File: config.mk
export PLATFORM = sky130hd
export DESIGN_NAME = gray_seq_ctrl
export DESIGN_NICKNAME = d
export VERILOG_FILES = /design/src/rtl/gray_ctrl_pkg.sv /design/src/rtl/gray_step_core.sv /design/src/rtl/gray_seq_ctrl.sv
export SDC_FILE = /design/constraint.sdc
export NUM_CORES = 1
export LEC_CHECK = 0
export ABC_CLOCK_PERIOD_IN_PS = 3150
export BUFFER_PORTS_ARGS = -buffer_cell sky130_fd_sc_hd__buf_2
export CORE_ASPECT_RATIO = 1.2
export CORE_UTILIZATION = 50
export DETAILED_ROUTE_END_ITERATION = 10
export GPL_ROUTABILITY_DRIVEN = 0
export HOLD_SLACK_MARGIN = 0.15
export MAX_ROUTING_LAYER = met4
export PLACE_DENSITY = 0.8
export REMOVE_ABC_BUFFERS = 1
export SYNTH_ARGS = -nofsm -noshare
export SYNTH_HDL_FRONTEND = slang
export SYNTH_SLANG_ARGS = --single-unit
File: constraint.sdc
create_clock -name clk -period 3.15 [get_ports clk]
set_input_delay 0.1575 -clock clk [delete_from_list [all_inputs] [get_ports clk]]
set_output_delay 0.1575 -clock clk [all_outputs]
set_load 0.02 [all_outputs]
File: src/rtl/gray_ctrl_pkg.sv
// Shared types and helpers for the Gray-code step sequencer.
package gray_ctrl_pkg;

  typedef enum logic [1:0] {
    IDLE = 2'd0,
    RUN  = 2'd1,
    DONE = 2'd2
  } state_t;

  localparam logic [1:0] OP_NOP   = 2'b00;
  localparam logic [1:0] OP_START = 2'b01;
  localparam logic [1:0] OP_STOP  = 2'b10;
  localparam logic [1:0] OP_CLEAR = 2'b11;

  // Sized for the widest legal counter; callers take the low WIDTH bits.
  function automatic logic [15:0] bin2gray(input logic [15:0] b);
    return b ^ (b >> 1);
  endfunction

endpackage

File: src/rtl/gray_step_core.sv
// Binary step counter with registered natural code and derived Gray code.
module gray_step_core
  import gray_ctrl_pkg::*;
#(
  parameter int WIDTH = 4
) (
  input  logic             clk,
  input  logic             rst_n,
  input  logic             cen,
  input  logic             clr,
  output logic [WIDTH-1:0] binary,
  output logic [WIDTH-1:0] gray
);

  logic [15:0] gray_full;

  always_ff @(posedge clk) begin
    if (!rst_n) begin
      binary <= '0;
    end else if (clr) begin
      binary <= '0;
    end else if (cen) begin
      binary <= binary + WIDTH'(1);
    end
  end

  // Decoded only from the register, so gray changes once per clock.
  assign gray_full = bin2gray(16'(binary));
  assign gray      = gray_full[WIDTH-1:0];

endmodule

File: src/rtl/gray_seq_ctrl.sv
// Command-driven sequencer: steps the Gray counter a programmed number of times.
module gray_seq_ctrl
  import gray_ctrl_pkg::*;
#(
  parameter int WIDTH = 4
) (
  input  logic             clk,
  input  logic             rst_n,
  input  logic             cmd_valid,
  output logic             cmd_ready,
  input  logic [1:0]       cmd_op,
  input  logic [WIDTH-1:0] cmd_len,
  input  logic             cmd_mode,
  output logic [WIDTH-1:0] binary,
  output logic [WIDTH-1:0] gray,
  output logic             busy,
  output logic             step,
  output logic             done,
  output logic             cmd_err
);

  localparam logic [WIDTH:0] FULL_LEN = (WIDTH+1)'(1) << WIDTH;

  state_t         state, state_nxt;
  logic [WIDTH:0] remaining;
  logic [WIDTH:0] len_q;
  logic           mode_q;
  logic           accept;
  logic           start_idle;
  logic           stop_run;
  logic           clear_any;
  logic           start_run;
  logic           inc;
  logic           last;
  logic           cen;
  logic           clr;
  logic [WIDTH:0] len_ext;

  assign accept     = cmd_valid && cmd_ready;
  assign start_idle = accept && (state == IDLE) && (cmd_op == OP_START);
  assign stop_run   = accept && (state == RUN)  && (cmd_op == OP_STOP);
  assign start_run  = accept && (state == RUN)  && (cmd_op == OP_START);
  assign clear_any  = accept && (cmd_op == OP_CLEAR);
  assign inc        = (state == RUN) && !stop_run && !clear_any;
  assign last       = inc && (remaining == (WIDTH+1)'(1));
  assign len_ext    = (cmd_len == '0) ? FULL_LEN : {1'b0, cmd_len};

  always_ff @(posedge clk) begin
    if (!rst_n) begin
      state <= IDLE;
    end else begin
      state <= state_nxt;
    end
  end

  always_comb begin
    state_nxt = state;
    case (state)
      IDLE: if (start_idle) state_nxt = RUN;
      RUN: begin
        if (stop_run || clear_any)  state_nxt = IDLE;
        else if (last && !mode_q)   state_nxt = DONE;
      end
      DONE:    state_nxt = IDLE;
      default: state_nxt = IDLE;
    endcase
  end

  always_comb begin
    cmd_ready = (state != DONE);
    busy      = (state == RUN);
    cen       = inc;
    clr       = clear_any;
  end

  // Continuous mode reloads from the latched length so periods abut.
  always_ff @(posedge clk) begin
    if (!rst_n) begin
      remaining <= '0;
      len_q     <= '0;
      mode_q    <= 1'b0;
    end else if (start_idle) begin
      remaining <= len_ext;
      len_q     <= len_ext;
      mode_q    <= cmd_mode;
    end else if (inc) begin
      if (last) remaining <= mode_q ? len_q : remaining;
      else      remaining <= remaining - (WIDTH+1)'(1);
    end
  end

  always_ff @(posedge clk) begin
    if (!rst_n) begin
      step    <= 1'b0;
      done    <= 1'b0;
      cmd_err <= 1'b0;
    end else begin
      step    <= inc;
      done    <= last;
      cmd_err <= start_run;
    end
  end

  gray_step_core #(.WIDTH(WIDTH)) u_core (
    .clk    (clk),
    .rst_n  (rst_n),
    .cen    (cen),
    .clr    (clr),
    .binary (binary),
    .gray   (gray)
  );

endmodule

==> summary.txt <==
area leader, netlist -> dfxtp_1
YS warnings -> 0
Max Used Layer -> met4
wl on met1 -> 873 microns
clock sink count -> 20
post-route cell area -> 1219 sq um
number of flops mapped to enable cells by yosys -> 0
sw power -> 135.9 uW
min cycle time layout -> 1.771 ns
first-pass GRT wire length -> 3.594 mm
cells along the critical path -> inv_1 > ha_1 > nor4b_4 > and2b_1 > o21ai_1 > o221a_2
Die Ht -> 50.65 microns
initial DRC count -> 24
Via density -> 5.741
PwrDens -> 418.7 nW/um^2
via count -> 930
Worst Path Buf+Inv -> 1
Root Driver -> clkbuf_4
Crit Path Category -> reg -> reg
DRC Markers -> 0
CP Capture Type -> flop
Fillers -> 162
Worst Hold Class -> in -> reg
fmax -> 564.7 MHz
Layout Cells excl Fill -> 162
xor-xnor portion of the synthesized cell area -> 0.04442
largest net degree at the start of global routing -> 14
Worst VDD drop -> 0.0002807 V
DRT antenna net count -> 0
status -> finished clean
Adder-Cell Fraction of Synth Area -> 0.05076
Tot Pwr -> 510.2 uW
final WL -> 2.143 mm
Cells after Synth -> 112
Reg clk slew, reported paths -> 0.11 ns
Crit path max-delay family -> simple AND/OR/NAND/NOR gates
Internal -> 374.4 uW
Worst Path Required -> 3.36 ns
total gr overflow -> 0
Simple-Gate Fraction of Synth Area -> 0.2589
GRT Resource Usage Total -> 0.2232
wire length per cell -> 13.23 microns
sw frac -> 0.2663
CP Launch Type -> flop
number of I/O pins -> 23
WL met2 -> 1.130 mm
combinational power share -> 0.170
Crit-path slowest cell -> nor4b_4
#FFs+latches synth -> 20
sequential share of the synthesized area -> 0.4061
Buffers on Ports -> 22
TritonCTS clock tree -> done
Final Hold Violating Endpoints -> 0
RSZ-0062 raised after global routing -> no
setup tns final -> 0 ns
ys flop type -> dfxtp_1
Mean Syn Cell Area -> 8.803 sq um
Crit path arrival time -> 1.98 ns
CTS Buf Count -> 3
setup violators final -> 0
die area -> 2154 sq um
fraction of registers with async set/reset -> 0
clock buffer depth -> 2
Max-Slew Margin vs Limit -> 0.3513
met3 WL post-DR -> 107 microns
Placed Cells incl. Taps -> 150
Final Cycle Share -> 0.5622
Setup Skew -> 0.005343 ns
dpl ws -> 1.395 ns
max_cap viols -> 0
number of core rows -> 17
# diodes -> 0
core area -> 1851 sq um
Max Transition Viols Final -> 0
Reg2Reg Setup Slack -> 1.38 ns
worst-path maximum fanout -> 7
hold slack final -> 0.2610 ns
Clock Power Share -> 0.295
starting density of the core -> 0.5328
Layout area overhead -> 23.60%
Synth Area in Compound Gates -> 0.1789
vias in the first global route -> 850
post-synthesis mux area share -> 0.02030
Area contributors post-synth -> dfxtp_1, nand2_1, a21oi_1
Clock Latency Late Sink -> 0.31 ns
initial antenna violation count -> 0
H-tree depth -> 1
Nets -> 158
post-CTS setup buffers -> 0
Leak -> 0.5297 nW
proportion of layout cells with a drive suffix above 1 -> 0.2238
DP Area -> 1102 sq um
Post-Syn Area -> 985.9 sq um
Setup WS post-layout -> 1.379 ns
main combinational cell family by area after synthesis -> simple AND/OR/NAND/NOR gates
Least-Margin Pin Slew -> 0.9641 ns
post-synth top area share -> 0.4061
die width -> 42.54 microns
fin util -> 0.6586
delay of the slowest cell on the worst path -> 0.41 ns
post-synthesis cell type count -> 35
Flop pwr share -> 0.535
TritonRoute pass-1 iters -> 4
hpwl dp -> 1.597 mm
## registers in the layout (all words and copies together) (netlist names)
register       flops
done               1
step               1
u_core.binary      4
len_q              5
mode_q             1
remaining          5
cmd_err            1
state              2
## Yosys cell counts, types with 2 or more instances
| cell | n |
|---|---|
| dfxtp_1 | 20 |
| o21ai_0 | 4 |
| nand2_1 | 17 |
| xor2_1 | 3 |
| inv_1 | 5 |
| mux2i_1 | 2 |
| a21oi_1 | 12 |
| o221ai_1 | 2 |
| nor2b_1 | 3 |
| ha_1 | 4 |
| nand3b_1 | 2 |
| nor4_1 | 4 |
| nor2_1 | 7 |
| nand2b_1 | 3 |
| a221oi_1 | 2 |
| xnor2_1 | 2 |
| nand4_1 | 2 |
## worst paths after layout
kind	from	to	cells after the start
worst max-delay path	remaining[1]	remaining[3]	6
worst min-delay path	cmd_op[0]	u_core.binary[1]	3
worst max register to register	remaining[1]	remaining[3]	6
worst min register to register	len_q[0]	len_q[0]	2
## per-layer routing
| metal | vias up | GRT usage |
|---|---|---|
| met5 | - | - |
| met4 | 0 | 0.09375 |
| met3 | 4 | 0.02158 |
| met2 | 34 | 0.4026 |
| met1 | 430 | 0.2478 |
| li1 | 462 | - |
## timing repair
item | CTS | global route
gates resized for setup | 0 | 0
hold buffers | 8 | 0
hold endpoints to repair | 9 | 0
## layout by cell type (no fill, tap or decap), types with 2 or more instances in the layout
cell | synthesis | routed
o21ai_0 | 4 | 4
xor2_1 | 3 | 3
nand2_1 | 17 | 17
nor4_1 | 4 | 4
buf_2 | 1 | 22
o221ai_1 | 2 | 2
nand4_1 | 2 | 2
nand3b_1 | 2 | 2
inv_1 | 5 | 5
ha_1 | 4 | 4
dlygate4sd3_1 | 0 | 8
dfxtp_1 | 20 | 20
a21oi_1 | 12 | 12
clkbuf_4 | 0 | 3
mux2i_1 | 2 | 2
nor2_1 | 7 | 7
nand2b_1 | 3 | 3
a221oi_1 | 2 | 2
nor2b_1 | 3 | 3
xnor2_1 | 2 | 2
## tightest hold or removal path, cell delays in order
cell,delay (ns)
buf_2,0.09
a41o_1,0.23
a21oi_1,0.05
## area by class of cell
cell class	count	area [sq um]	area share
timing repair buffer	30	190.2	0.1561
clock buffer	4	36.28	0.02977
sequential	20	400.4	0.3285
tap	19	23.77	0.01951
inverter	6	22.52	0.01848
multi-input combinational	83	545.5	0.4476
## cells by family (layout without fill, tap and decap cells)
| family | after synthesis | count (layout) |
|---|---|---|
| XOR/XNOR | 5 | 5 |
| flip-flops | 20 | 20 |
| AND/OR/NAND/NOR | 46 | 46 |
| buffers and inverters | 9 | 40 |
| adder cells (fa/ha/maj) | 4 | 4 |
| AO/OA/AOI/OAI | 26 | 26 |
| multiplexers | 2 | 2 |
## power by group through the flow
stage	Combinational, mW	Sequential (mW)	Clock [mW]
floorplan	0.0551	0.277	0
global placement	0.0764	0.278	0
detailed placement	0.0792	0.279	0
CTS	0.0864	0.273	0.152
global route	0.0947	0.275	0.162
finish	0.0867	0.273	0.151
No activity file was read; power rests on OpenSTA's default activity.
